**config.mk**
```make
export PLATFORM = sky130hd
export DESIGN_NAME = seven_seg_scan_capture
export DESIGN_NICKNAME = d
export VERILOG_FILES = /design/src/rtl/seven_seg_pkg.sv /design/src/rtl/seg_pattern_decode.sv /design/src/rtl/seven_seg_scan_capture.sv
export SDC_FILE = /design/constraint.sdc
export NUM_CORES = 1
export LEC_CHECK = 0
export CORE_ASPECT_RATIO = 0.5
export CORE_MARGIN = 4
export CORE_UTILIZATION = 54
export CTS_CLUSTER_SIZE = 25
export DETAILED_ROUTE_END_ITERATION = 7
export DONT_BUFFER_PORTS = 1
export PLACE_DENSITY = 0.8
export SLEW_MARGIN = 5
export SYNTH_ARGS = -nofsm -noshare
export SYNTH_HDL_FRONTEND = slang
export SYNTH_SLANG_ARGS = --single-unit
```
**constraint.sdc**
```tcl
create_clock -name clk -period 6.4 [get_ports clk]
set_input_delay 0.96 -clock clk [delete_from_list [all_inputs] [get_ports clk]]
set_output_delay 0.96 -clock clk [all_outputs]
set_load 0.05 [all_outputs]
```
**src/rtl/seven_seg_pkg.sv**
```systemverilog
// rtl/seven_seg_pkg.sv - shared seven-segment pattern table and cathode bit map
package seven_seg_pkg;

    // Segment lines are driven low to light a segment.
    localparam logic SEG_ACTIVE = 1'b0;

    localparam int SEG_A  = 0;
    localparam int SEG_B  = 1;
    localparam int SEG_C  = 2;
    localparam int SEG_D  = 3;
    localparam int SEG_E  = 4;
    localparam int SEG_F  = 5;
    localparam int SEG_G  = 6;
    localparam int SEG_DP = 7;

    localparam logic [6:0] SEG_0     = 7'h40;
    localparam logic [6:0] SEG_1     = 7'h79;
    localparam logic [6:0] SEG_2     = 7'h24;
    localparam logic [6:0] SEG_3     = 7'h30;
    localparam logic [6:0] SEG_4     = 7'h19;
    localparam logic [6:0] SEG_5     = 7'h12;
    localparam logic [6:0] SEG_6     = 7'h02;
    localparam logic [6:0] SEG_7     = 7'h78;
    localparam logic [6:0] SEG_8     = 7'h00;
    localparam logic [6:0] SEG_9     = 7'h10;
    localparam logic [6:0] SEG_A_HEX = 7'h08;
    localparam logic [6:0] SEG_B_HEX = 7'h03;
    localparam logic [6:0] SEG_C_HEX = 7'h46;
    localparam logic [6:0] SEG_D_HEX = 7'h21;
    localparam logic [6:0] SEG_E_HEX = 7'h06;
    localparam logic [6:0] SEG_F_HEX = 7'h0E;
    localparam logic [6:0] SEG_BLANK = 7'h7F;

endpackage

```
**src/rtl/seg_pattern_decode.sv**
```systemverilog
// rtl/seg_pattern_decode.sv - inverse of the segment table: pattern to hex nibble
module seg_pattern_decode
    import seven_seg_pkg::*;
(
    input  logic [6:0] i_pattern,
    output logic [3:0] o_nibble,
    output logic       o_invalid
);

    always_comb begin
        o_nibble  = 4'h0;
        o_invalid = 1'b0;
        case (i_pattern)
            SEG_0:     o_nibble = 4'h0;
            SEG_1:     o_nibble = 4'h1;
            SEG_2:     o_nibble = 4'h2;
            SEG_3:     o_nibble = 4'h3;
            SEG_4:     o_nibble = 4'h4;
            SEG_5:     o_nibble = 4'h5;
            SEG_6:     o_nibble = 4'h6;
            SEG_7:     o_nibble = 4'h7;
            SEG_8:     o_nibble = 4'h8;
            SEG_9:     o_nibble = 4'h9;
            SEG_A_HEX: o_nibble = 4'hA;
            SEG_B_HEX: o_nibble = 4'hB;
            SEG_C_HEX: o_nibble = 4'hC;
            SEG_D_HEX: o_nibble = 4'hD;
            SEG_E_HEX: o_nibble = 4'hE;
            SEG_F_HEX: o_nibble = 4'hF;
            default:   o_invalid = 1'b1;
        endcase
    end

endmodule

```
**src/rtl/seven_seg_scan_capture.sv**
```systemverilog
// rtl/seven_seg_scan_capture.sv - samples a multiplexed display bus and rebuilds whole frames
module seven_seg_scan_capture
    import seven_seg_pkg::*;
#(
    parameter int NUM_DIGITS    = 8,
    parameter int STABLE_CYCLES = 4
) (
    input  logic                    clk,
    input  logic                    rst,
    input  logic [NUM_DIGITS-1:0]   an_in,
    input  logic [7:0]              cathode_in,
    output logic [4*NUM_DIGITS-1:0] digits_out,
    output logic [NUM_DIGITS-1:0]   dp_out,
    output logic [NUM_DIGITS-1:0]   invalid_out,
    output logic                    frame_valid,
    output logic                    scan_err
);

    localparam logic [7:0] STABLE_C = 8'(STABLE_CYCLES);

    logic [NUM_DIGITS-1:0]   r_an, r_an_prev;
    logic [7:0]              r_cat, r_cat_prev;
    logic [7:0]              r_cnt;
    logic                    r_acc;
    logic [NUM_DIGITS-1:0]   r_seen;
    logic [4*NUM_DIGITS-1:0] r_sh_dig, r_digits;
    logic [NUM_DIGITS-1:0]   r_sh_dp, r_sh_inv, r_dp, r_inv;
    logic                    r_fv, r_serr;

    logic [NUM_DIGITS-1:0]   w_low;
    logic                    w_one_hot, w_multi, w_same, w_acc_held, w_accept, w_acc_next;
    logic [7:0]              w_cnt;
    logic [3:0]              w_nib;
    logic                    w_inv, w_dp, w_frame_done;
    logic [4*NUM_DIGITS-1:0] w_sh_dig;
    logic [NUM_DIGITS-1:0]   w_sh_dp, w_sh_inv, w_seen_next;

    seg_pattern_decode u_decode (
        .i_pattern (r_cat[6:0]),
        .o_nibble  (w_nib),
        .o_invalid (w_inv)
    );

    assign w_low     = ~r_an;
    assign w_one_hot = ($countones(w_low) == 1);
    assign w_multi   = ($countones(w_low) > 1);
    assign w_same    = (r_an == r_an_prev) && (r_cat == r_cat_prev);
    assign w_dp      = (r_cat[SEG_DP] == SEG_ACTIVE);

    // w_cnt is the run length of the sample currently held, including itself.
    always_comb begin
        w_cnt = 8'd0;
        if (w_one_hot) begin
            if (!w_same)
                w_cnt = 8'd1;
            else if (r_cnt == STABLE_C)
                w_cnt = STABLE_C;
            else
                w_cnt = r_cnt + 8'd1;
        end
    end

    assign w_acc_held = r_acc && w_same;
    assign w_accept   = w_one_hot && (w_cnt == STABLE_C) && !w_acc_held;
    assign w_acc_next = w_one_hot && (w_acc_held || w_accept);

    // The accepting digit is merged here so a completing frame carries it without lag.
    always_comb begin
        w_sh_dig    = r_sh_dig;
        w_sh_dp     = r_sh_dp;
        w_sh_inv    = r_sh_inv;
        w_seen_next = r_seen;
        for (int k = 0; k < NUM_DIGITS; k++) begin
            if (w_accept && w_low[k]) begin
                w_sh_dig[4*k +: 4] = w_nib;
                w_sh_dp[k]         = w_dp;
                w_sh_inv[k]        = w_inv;
                w_seen_next[k]     = 1'b1;
            end
        end
    end

    assign w_frame_done = &w_seen_next;

    always_ff @(posedge clk) begin
        if (rst) begin
            r_an       <= '1;
            r_an_prev  <= '1;
            r_cat      <= '1;
            r_cat_prev <= '1;
            r_cnt      <= 8'd0;
            r_acc      <= 1'b0;
            r_seen     <= '0;
            r_sh_dig   <= '0;
            r_sh_dp    <= '0;
            r_sh_inv   <= '0;
            r_digits   <= '0;
            r_dp       <= '0;
            r_inv      <= '0;
            r_fv       <= 1'b0;
            r_serr     <= 1'b0;
        end else begin
            r_an       <= an_in;
            r_cat      <= cathode_in;
            r_an_prev  <= r_an;
            r_cat_prev <= r_cat;
            r_cnt      <= w_cnt;
            r_acc      <= w_acc_next;
            r_sh_dig   <= w_sh_dig;
            r_sh_dp    <= w_sh_dp;
            r_sh_inv   <= w_sh_inv;
            r_fv       <= w_frame_done;
            r_serr     <= w_multi;
            if (w_frame_done) begin
                r_seen   <= '0;
                r_digits <= w_sh_dig;
                r_dp     <= w_sh_dp;
                r_inv    <= w_sh_inv;
            end else begin
                r_seen   <= w_seen_next;
            end
        end
    end

    assign digits_out  = r_digits;
    assign dp_out      = r_dp;
    assign invalid_out = r_inv;
    assign frame_valid = r_fv;
    assign scan_err    = r_serr;

endmodule

```
; Yosys cells after proc, flatten, opt, wreduce, memory -nomap -nowiden
; Cells that the tools add are included.
[op_classes]
n_lt_le_gt_ge = 1
bitwise = 2
n_reduce_logical = 19
muxes = 37
n_eq_ne = 20
n_addsub = 8
[op_table]
columns = cell, count
row1 = $pmux 4 s15, 1
row2 = $eq 32x2->1 const B, 1
row3 = $mux 4, 8
row4 = $eq 7x7->1 const B, 4
row5 = $mux 1, 25
row6 = $mux 8, 3
row7 = $eq 7x5->1 const B, 3
row8 = $eq 7x6->1 const B, 3
row9 = $eq 8x3->1 const B, 2
row10 = $eq 8x8->1, 2
row11 = $reduce_or 16->1, 1
row12 = $eq 7x2->1 const B, 2
row13 = $eq 7x4->1 const B, 2
row14 = $logic_and 1x1->1, 13
row15 = $add 1x1->2, 4
row16 = $add 8x1->8 const B, 1
row17 = $not 8->8, 1
row18 = $reduce_and 8->1, 1
row19 = $eq 7x3->1 const B, 1
row20 = $logic_not 7->1, 1
row21 = $add 2x2->3, 2
row22 = $add 3x3->4, 1
row23 = $gt 4x1->1 const B, 1
row24 = $reduce_or 2->1, 1
row25 = 3 further kinds, 3
[totals]
output_inout_bits = 50
regBits = 147
inputBits = 18
elab_cells = 102

; Depth between registers and ports, before layout
; Gate-level depths: netlist of the first run.
[logic_depth]
word_depth = 13
ltp_mapped = 19
ltp_nobuf = 15

; Modules after synthesis
; Synthesis of the first run repeated with hierarchy kept, for this count alone.
[unflattened]
hier_cells = 608
area_unflattened_um2 = 6278.5
[modules_own_cells]
columns = mod, seq_area_each_um2, cells_per_inst, n_inst, area_per_inst_um2
row1 = seven_seg_scan_capture, 2942.8, 545, 1, 5896.9
row2 = seg_pattern_decode, 0.0, 63, 1, 381.6

; Worst setup path before layout of the first run
; No wires, ideal clock.
[synth_timing]
path_kind = register to register
startpoint = reg r_an[0]
endpoint = reg r_digits[29] (netlist: digits_out[29])
required_time_ns = 6.277
setup_ns = 0.123
stages_incl_launch_ff = 19
path_buffers = 3
arrival_ns = 5.171
period_less_slack_ns = 5.294
slack_ns = 1.106
path_cell_list = dfxtp_1 > fa_1 > inv_1 > fa_1 > fa_1 > ha_1 > inv_1 > fa_1 > nand4b_1 > nor3b_1 > o2111ai_1 > nor4_4 > buf_6 > a21oi_1 > or4_1 > or4_4 > buf_6 > buf_6 > mux2_1
[synth_via]
elab_chain_len = 12
word_cells_on_any_way = 32
classes_between = add/sub: 3 / eq/ne: 3 / mux: 11 / bitwise: 1 / reduce/logical: 14
[synth_rtl]
columns = item, line
row1 = "start, declared", seven_seg_scan_capture.sv:21  ; logic [NUM_DIGITS-1:0] r_an, r_an_prev;
row2 = "start signal, assigned", seven_seg_scan_capture.sv:103  ; r_an <= an_in;
row3 = $not 8->8, seven_seg_scan_capture.sv:44  ; assign w_low = ~r_an;
row4 = $add 1x1->2 (implied by the code), seven_seg_scan_capture.sv:45  ; assign w_one_hot = ($countones(w_low) == 1);
row5 = $add 2x2->3 (implied by the code), seven_seg_scan_capture.sv:45
row6 = $add 3x3->4 (implied by the code), seven_seg_scan_capture.sv:45
row7 = $eq 32x2->1, seven_seg_scan_capture.sv:45
row8 = $mux 8, seven_seg_scan_capture.sv:53  ; if (w_one_hot) begin
row9 = $eq 8x3->1, seven_seg_scan_capture.sv:64  ; assign w_accept = w_one_hot && (w_cnt == STABLE_C) && !w_acc_held;
row10 = $logic_and 1x1->1 (2 in a row), seven_seg_scan_capture.sv:64
row11 = $logic_and 1x1->1, seven_seg_scan_capture.sv:74  ; if (w_accept && w_low[k]) begin
row12 = $mux 1, seven_seg_scan_capture.sv:74
row13 = $reduce_and 8->1, seven_seg_scan_capture.sv:83  ; assign w_frame_done = &w_seen_next;
row14 = "end signal, assigned", seven_seg_scan_capture.sv:116  ; r_digits <= w_sh_dig;
row15 = "end, declared", seven_seg_scan_capture.sv:26  ; logic [4*NUM_DIGITS-1:0] r_sh_dig, r_digits;
; Several ways; a longest one is shown, not always the timed one.
; A chain may end at the register's enable or synchronous reset.

; Worst setup path after layout of the first run
[layout_timing]
startpoint = reg r_an[0]
endpoint = reg r_digits[22] (netlist: digits_out[22])
; Same word-level chain as after synthesis.

==> flow_summary.ini, run 1 <==
[run_status]
outcome = complete, no violations

[timing]
fin_crit_sh_pct = 93.0
max-slew-margin-rel_pct = 21.6
finalHoldViolations = 0
max_freq_ghz = 0.168
skew_ns = 0.00890
min_period_ns = 5.95
tightest_slew_ns = 1.17
drv_slew = 0
setup_violations = 0
fin_tns_setup_ns = 0
rsz0062_at_grt = false

[routing]
vias_per_cell = 5.37
first_pass_iters = 5
routed_wl_um = 11800
ant_nets = 0
vias = 3837
drc = 0
wl_per_cell_um = 16.5
drt_iter0_markers = 227

[floorplan]
io_pins = 68
die_width_um = 157
die_h_um = 82.5
placementRows = 26
coreArea_um2 = 10500
dieArea_um2 = 12900
start_util_pct = 57.0

[clock_tree]
cts_setup_buffers = 0
clock_latency_ns = 0.42
cts_buffers = 17
cts_tree = yes
ctsHoldBuffers = 0
cts.sink_count = 147
cts-root-buf = clkbuf_16
clkTransAtPathRegs_ns = 0.06
htreeDepth = 4
post_cts_resized = 0
clock_path_buffers = 2

[final_layout]
antenna_cells = 0
stdcell_count = 715
drive_above_1_share_pct = 17.4
syn_to_final_growth_pct = 9.79
fillers = 837
finalNetCount = 591

[global_routing]
grt_pass1_vias = 3790
grt_pass1_wl_um = 19200
antenna_found_initial = 1
global_route.overflow_total = 0
grt_use_total_pct = 19.3
grt_max_degree = 131

[power]
ir_worst_vdd_mv = 0.186
p_per_area_nw_per_um2 = 299
p_leak_nw = 2.54

[synthesis]
synth_top_family_by_area = simple AND/OR/NAND/NOR gates
synth_enable_flop_cells = 0
synth_area_leaders = dfxtp_1 (49%), nor2b_1 (5.5%), mux2_4 (5.0%), mux2i_1 (4.3%), nor2_1 (4.0%)
ys_warn_count = 0
synthCells = 580
synth_nets = 607
synth_area_leader_cell = dfxtp_1
synth.avg_cell_area_um2 = 10.3
synth_top_cell_area_share_pct = 49.1
ys_seq_area_share_pct = 49.1
synth-adder-area-share_pct = 2.38
synth_cell_types = 51
synth_xor_area_share_pct = 2.92
async_reset_ff_share_pct = 0
synth_compound_area_share_pct = 6.43
yosys.area_share.simple_pct = 20.4
yosys-top-cells-count = dfxtp_1 (147), nor2_1 (64), nor2b_1 (53)
synthMuxAreaShare_pct = 14.6
synth-main-ff-cell = dfxtp_1
ys_seq_elements = 147
yosysMostFrequentCell = dfxtp_1
syn-cell-area_um2 = 5990

[critical_path]
critical-path-slowest-cell = or4_4
required_ns = 6.70
r2r_setup_slack_ns = 0.45
cp_cell_sequence = fa_1, inv_1, fa_1, fa_1, ha_1, inv_1, fa_1, nand4b_1, nor3b_1, o2111ai_1, nor4_4, a21oi_1, or4_1, or4_4, mux2_1
rr_worst_depth = 15
cp-end-kind = register
critPathMaxStageDelay_ns = 0.92
path_class = register to register
path_common_cell = fa_1
r2r_end = digits_out[22]
rr_startpoint = r_an[0]
start_kind = register
cp.arrival_ns = 6.25
critical_path.max_fanout = 57

[worst_hold_path]
holdPathEnd = r_sh_dig[29]
hold_start = r_sh_dig[29]
hold_path_class = register to register
hold_depth = 2

[place]
dp.cells = 685
port_buffers = 0
dp_hpwl_um = 7420
place.gp.congestion = 0.818

[run]
cap_violations = 0
-- where the power goes --
part / total, W / switching (W) / internal, W
registers: 0.000950 / 0.0000221 / 0.000928
clock network: 0.000942 / 0.000376 / 0.000566
logic: 0.0000722 / 0.0000376 / 0.0000347
-- flip-flops by register name, indices dropped and copies added, names as in the netlist --
register,cells
digits_out,32
r_sh_dig,32
dp_out,8
invalid_out,8
r_an,8
r_an_prev,8
r_cat,8
r_cat_prev,8
r_cnt,8
r_seen,8
r_sh_dp,8
r_sh_inv,8
frame_valid,1
r_acc,1
scan_err,1
-- kinds of logic after synthesis --
group                      Yosys count
muxes                               74
and+or+nand+nor                    218
xor gates and xnor gates            20
adders and majority gates            9
buffers and inverters               56
AOI/OAI and AO/OA                   56
DFF                                147
-- layout make-up --
cell class,count,area (um^2),area share [%]
Sequential cell,147,2940,44.7
Inverter,17,63.8,0.970
Clock buffer,21,470,7.15
Timing Repair Buffer,4,30.0,0.456
Tap cell,140,175,2.66
Multi-Input combinational cell,377,2800,42.6
Clock inverter,9,96.3,1.46
-- per-layer routing --
layer  GRT usage, %  wire length, um  vias to the layer above
li1               -                -                     1922
met1           24.6             5550                     1830
met2           30.4             5390                       69
met3           6.19              699                       14
met4           8.57              148                        2
met5              0                8                        -
-- critical path: cells and delay by family (launching register included) --
family,cells,cell delay (ns)
flops,1,0.35
simple gates,5,2.33
compound gates,2,0.44
fa+ha+maj,5,2.16
mux,1,0.44
buf+inv,2,0.12
-- worst max path at each step --
stage | cells past startpoint | startpoint | end
after global routing | 15 | r_an[0] | digits_out[22]
after floorplan | 18 | r_an[0] | digits_out[29]
final | 15 | r_an[0] | digits_out[22]
after CTS | 15 | r_an[0] | digits_out[22]
after global placement | 15 | r_an[0] | digits_out[30]
after detailed placement | 15 | r_an[0] | digits_out[22]
-- metrics by stage --
stage / util (%) / hold WS [ns] / total power [W] / setup slack [ns] / area [um^2]
after global routing: 62.6 / 0.523 / 0.00203 / 0.0942 / 6580
after detailed placement: 57.2 / 0.485 / 0.00104 / 0.449 / 6010
after floorplan: - / 0.449 / 0.00104 / 1.11 / 5990
after CTS: 62.6 / 0.494 / 0.00198 / 0.447 / 6580
final: 62.6 / 0.491 / 0.00196 / 0.450 / 6580
after global placement: 57.2 / 0.479 / 0.00104 / 0.647 / 6010
-- placed cells by master (no fill, tap or decap), drive strengths merged, types with 6 or more instances in the layout --
cell | synthesis | final
dfxtp | 147 | 147
nor2 | 64 | 64
nor2b | 53 | 53
mux2 | 48 | 48
mux2i | 26 | 26
or2 | 25 | 25
a211oi | 24 | 24
clkbuf | 30 | 21
nand2 | 18 | 18
inv | 15 | 18
xor2 | 17 | 17
nor3b | 12 | 12
a21oi | 11 | 11
nand3 | 7 | 7
and2 | 6 | 6
No activity file was read; power rests on OpenSTA's default activity.
==> run 2, diff against run 1 <==
- PLACE_DENSITY: 0.8 -> 0.78
- clock period: 6.4 -> 4.97 ns (I/O delays scaled with it)
==> run 2 against run 1 <==
Effect of this change: the flow now finishes with violations (setup timing); design area rose by 5.9%; sequential share of layout area down 2.5 points; clock skew rose by 0.0016 ns; wire length increased by 8.3%; total power grew 27%; global-route usage increased by 1.7 points; die area is the same; maximum frequency rose by 11%; critical path type unchanged; combinational power rose by 59%; critical path depth is 2 higher.
==> flow_summary.ini, run 2 (synthesized netlist as in run 1, its figures left out) <==
[critical_path]
cp_cell_sequence = fa_1, inv_1, fa_1, fa_1, ha_2, inv_2, fa_1, nand4b_1, nor3b_2, o2111ai_2, nor4_4, buf_4, a21oi_4, or4_4, or4_4, buf_12, mux2_1
crit_family = adder cells
rr_startpoint = r_an[0]
critical_path.n_buffers_inverters = 4
cp-end-kind = register
r2r_setup_slack_ns = -0.40
path_common_cell = fa_1
cp.arrival_ns = 5.67
r2r_end = digits_out[27]
start_kind = register
critPathMaxStageDelay_ns = 0.53
critical-path-slowest-cell = fa_1
path_class = register to register
required_ns = 5.27
rr_worst_depth = 17
critical_path.max_fanout = 33

[final_layout]
final_util_pct = 66.3
design_area_um2 = 6970
antenna_cells = 0
drive_above_1_share_pct = 24.6
final_common_cell = dfxtp_1
finalNetCount = 627
final_cell_mix = dfxtp_1 (146), nor2_1 (64), nor2b_1 (53), buf_4 (32), mux2i_1 (26)
syn_to_final_growth_pct = 16.3
fillers = 779

[power]
power_frac_clock_pct = 46.4
ir_worst_vdd_mv = 0.229
intPower_w = 0.00191
p_per_area_nw_per_um2 = 359
switching_share_pct = 23.5
power_frac_comb_pct = 4.6
p_seq_share_pct = 49.0
power_switching_w = 0.000588
finalPower_w = 0.00250
p_leak_nw = 2.75

[clock_tree]
cts_buffers = 17
clock_path_buffers = 2
clkTransAtPathRegs_ns = 0.06
ctsHoldBuffers = 0
cts-root-buf = clkbuf_16
clock_latency_ns = 0.42
cts_tree = yes
cts.sink_count = 147
htreeDepth = 4

[floorplan]
die_h_um = 82.5
dieArea_um2 = 12900
die_width_um = 157
io_pins = 68
placementRows = 26
coreArea_um2 = 10500
start_util_pct = 57.0

[timing]
finalHoldViolations = 0
min_period_ns = 5.37
fin_crit_sh_pct = 108
drv_slew = 0
max-slew-margin-rel_pct = 20.3
setup_slack_ns = -0.402
setup_violations = 57
max_freq_ghz = 0.186
skew_ns = 0.0105
tightest_slew_ns = 1.19
fin_tns_setup_ns = -18.72
rsz0062_at_grt = true

[global_routing]
grt_pass1_vias = 4085
grt_use_total_pct = 21.0
grt_max_degree = 131
antenna_found_initial = 0
global_route.overflow_total = 0
grt_pass1_wl_um = 21100

[worst_hold_path]
holdPathEnd = frame_valid
hold_depth = 1
hold_path_class = input pin to register
hold_start = rst

[routing]
first_pass_iters = 4
drc = 0
vias_per_cell = 5.32
vias = 4003
drt_iter0_markers = 217
routed_wl_um = 12800
ant_nets = 0
wl_per_cell_um = 17.0

[place]
dp_hpwl_um = 8050
place.gp.congestion = 0.758
port_buffers = 0
place_area_um2 = 6260

[run]
cap_violations = 0

[run_status]
outcome = finished, violations left
violations = setup timing
-- run 2: final cells by class --
cell class	count	area (um^2)	area share, %
timing repair buffer	40	385	5.53
clock inverter	13	100	1.44
clock buffer	19	443	6.36
inverter	17	63.8	0.916
sequential	147	2940	42.3
multi-input combinational	377	2860	41.0
tap	140	175	2.51
-- run 2: what timing repair did --
| action | in CTS | in global routing |
|---|---|---|
| buffers inserted | 11 | 1 |
| endpoints found under the setup margin | 57 | 59 |
| pin swaps | 2 | 0 |
| cloned | 1 | 0 |
| gates resized for setup | 6 | 6 |
-- run 2: routing by layer --
layer	global-route usage (%)	vias up	part of all wire, %
li1	-	2010	-
met1	26.5	1891	47
met2	34.2	87	46
met5	0	-	0
met3	7.44	15	6.4
met4	6.58	0	1.3
-- run 2: how the worst max path moves through the flow --
stage / startpoint / to / slack, ns / cells past startpoint
2_1_floorplan: r_an[0] / digits_out[29] / -0.20 / 18
3_3_place_gp: r_an[0] / dp_out[6] / -0.29 / 17
3_5_place_dp: r_an[0] / digits_out[27] / -0.41 / 17
4_1_cts: r_an[0] / digits_out[22] / -0.39 / 17
5_1_grt: r_an[0] / digits_out[22] / -0.62 / 17
6_report: r_an[0] / digits_out[27] / -0.40 / 17
-- run 2: power groups by stage --
stage / Clock, W / Sequential [W] / Combinational [W]
global route: 0.00124 / 0.00123 / 0.000130
CTS: 0.00118 / 0.00122 / 0.000115
finish: 0.00116 / 0.00122 / 0.000115
floorplan: 0 / 0.00124 / 0.0000990
global placement: 0 / 0.00125 / 0.000102
detailed placement: 0 / 0.00125 / 0.000107
-- run 2: per-stage QoR --
step	instances	hold WS, ns	worst slack [ns]
after global placement	708	0.478	-0.289
after floorplan	580	0.452	-0.202
after CTS	752	0.391	-0.393
final	753	0.406	-0.402
after detailed placement	708	0.486	-0.415
after global routing	753	0.387	-0.616
==> run 3, diff against run 2 <==
- TNS_END_PERCENT: not set -> 10
==> run 3 against run 2 <==
Effect of this change: combinational power down 6%; worst hold slack lost 0.00052 ns; setup slack improved by 0.049 ns; the run still ends with setup timing left; die area unchanged; critical path type unchanged; first-iteration DRC count is 10% lower; critical path depth is the same; critical endpoint unchanged.
==> flow_summary.ini, run 3 (synthesized netlist as in run 1, its figures left out) <==
[run_status]
outcome = finished, violations left
violations = setup timing

[global_routing]
grt_max_degree = 131
antenna_found_initial = 0
global_route.overflow_total = 0
grt_use_met3_pct = 7.13
use_met1_pct = 26.5
grt_use_total_pct = 20.6
grt_pass1_vias = 4027
met2_usage_pct = 33.1
grt_pass1_wl_um = 20700
top_usage_layer = met2

[place]
port_buffers = 0
place_area_um2 = 6260
post-place-ws_ns = -0.415
dp_hpwl_um = 8050
place.gp.congestion = 0.758
dp.cells = 708

[floorplan]
start_util_pct = 57.0
die_h_um = 82.5
io_pins = 68
placementRows = 26
dieArea_um2 = 12900
die_width_um = 157
coreArea_um2 = 10500

[timing]
max-slew-margin-rel_pct = 16.8
max_freq_ghz = 0.188
min_period_ns = 5.32
tightest_slew_ns = 1.24
setup_slack_ns = -0.353
finalHoldViolations = 0
drv_slew = 0
fin_crit_sh_pct = 107
skew_ns = 0.00947
fin_tns_setup_ns = -17.41
rsz0062_at_grt = true
setup_violations = 57

[critical_path]
r2r_setup_slack_ns = -0.35
start_kind = register
critPathMaxStageDelay_ns = 0.53
critical_path.max_fanout = 17
critical-path-slowest-cell = fa_1
required_ns = 5.27
path_common_cell = fa_1
crit_start = r_an[0]
cp_cell_sequence = fa_1, inv_1, fa_1, fa_1, ha_2, inv_2, fa_1, nand4b_1, nor3b_2, o2111ai_2, nor4_4, buf_4, a21oi_2, or4_4, or4_4, buf_12, mux2_1
cp.arrival_ns = 5.62
path_class = register to register
rr_startpoint = r_an[0]
cp-end-kind = register

[clock_tree]
cts_tree = yes
clkTransAtPathRegs_ns = 0.06
clock_latency_ns = 0.42
cts.sink_count = 147
cts_buffers = 17
cts-root-buf = clkbuf_16
htreeDepth = 4
ctsHoldBuffers = 0
clock_path_buffers = 2

[final_layout]
final_util_pct = 65.2
stdcell_count = 742
finalNetCount = 616
fillers = 803
syn_to_final_growth_pct = 14.4
drive_above_1_share_pct = 22.9
antenna_cells = 0
final_common_cell = dfxtp_1
design_area_um2 = 6850
final_cell_mix = dfxtp_1 (146), nor2_1 (64), nor2b_1 (53), mux2i_1 (26), or2_2 (25)

[power]
ir_worst_vdd_mv = 0.230
p_leak_nw = 2.69
p_per_area_nw_per_um2 = 364

[routing]
vias = 3989
wl_per_cell_um = 17.1
drt_iter0_markers = 195
ant_nets = 0
routed_wl_um = 12700
first_pass_iters = 5
drc = 0
vias_per_cell = 5.38

[worst_hold_path]
hold_path_class = input pin to register
hold_start = rst

[run]
cap_violations = 0
==> run 3: cell type report <==
cell class,count,area (um^2),area share [%]
clock buffers,19,443,6.46
clock inverters,13,100,1.46
inverters,17,63.8,0.931
multi-input cells,377,2840,41.4
flip-flops and latches,147,2940,43.0
well taps,140,175,2.56
repair buffers,29,289,4.22
==> run 3: what timing repair did <==
item,in CTS,in global routing
pin swaps,2,0
gates resized for setup,1,4
endpoints found under the hold margin,0,0
endpoints found under the setup margin,57,58
gates cloned,0,1
setup buffers,1,0
==> run 3: path summary, 6_finish.rpt <==
check                         to  depth (start not counted)
setup / recovery  digits_out[27]                         17
setup reg to reg  digits_out[27]                         17
hold / removal       frame_valid                          1
hold reg to reg     r_sh_dig[13]                          2
==> run 3: layer usage <==
layer  up-vias  part of all wire [%]
li1       1980                     -
met1      1904                    48
met2        86                    45
met3        19                   5.2
met4         0                   1.7
met5         -                     0
==> run 3: power by group <==
part / leakage, nW / switching, W / total (W) / internal (W)
combinational: 1.23 / 0.0000527 / 0.000108 / 0.0000558
clock: 0.264 / 0.000505 / 0.00116 / 0.000657
sequential: 1.19 / 0.0000295 / 0.00122 / 0.00119
==> run 3: per-stage QoR <==
step | total power (W) | hold WS, ns
6_report | 0.00249 | 0.405
4_1_cts | 0.00251 | 0.392
2_1_floorplan | 0.00134 | 0.452
5_1_grt | 0.00259 | 0.387
3_3_place_gp | 0.00135 | 0.478
3_5_place_dp | 0.00136 | 0.486
==> run 3: worst max-delay path, delay by kind of cell, from the launching register on <==
kind,cells,cell delay (ns)
DFF,1,0.34
adders and majority gates,5,2.17
muxes,1,0.32
buffers and inverters,4,0.49
AOI/OAI and AO/OA,2,0.23
and+or+nand+nor,5,1.67
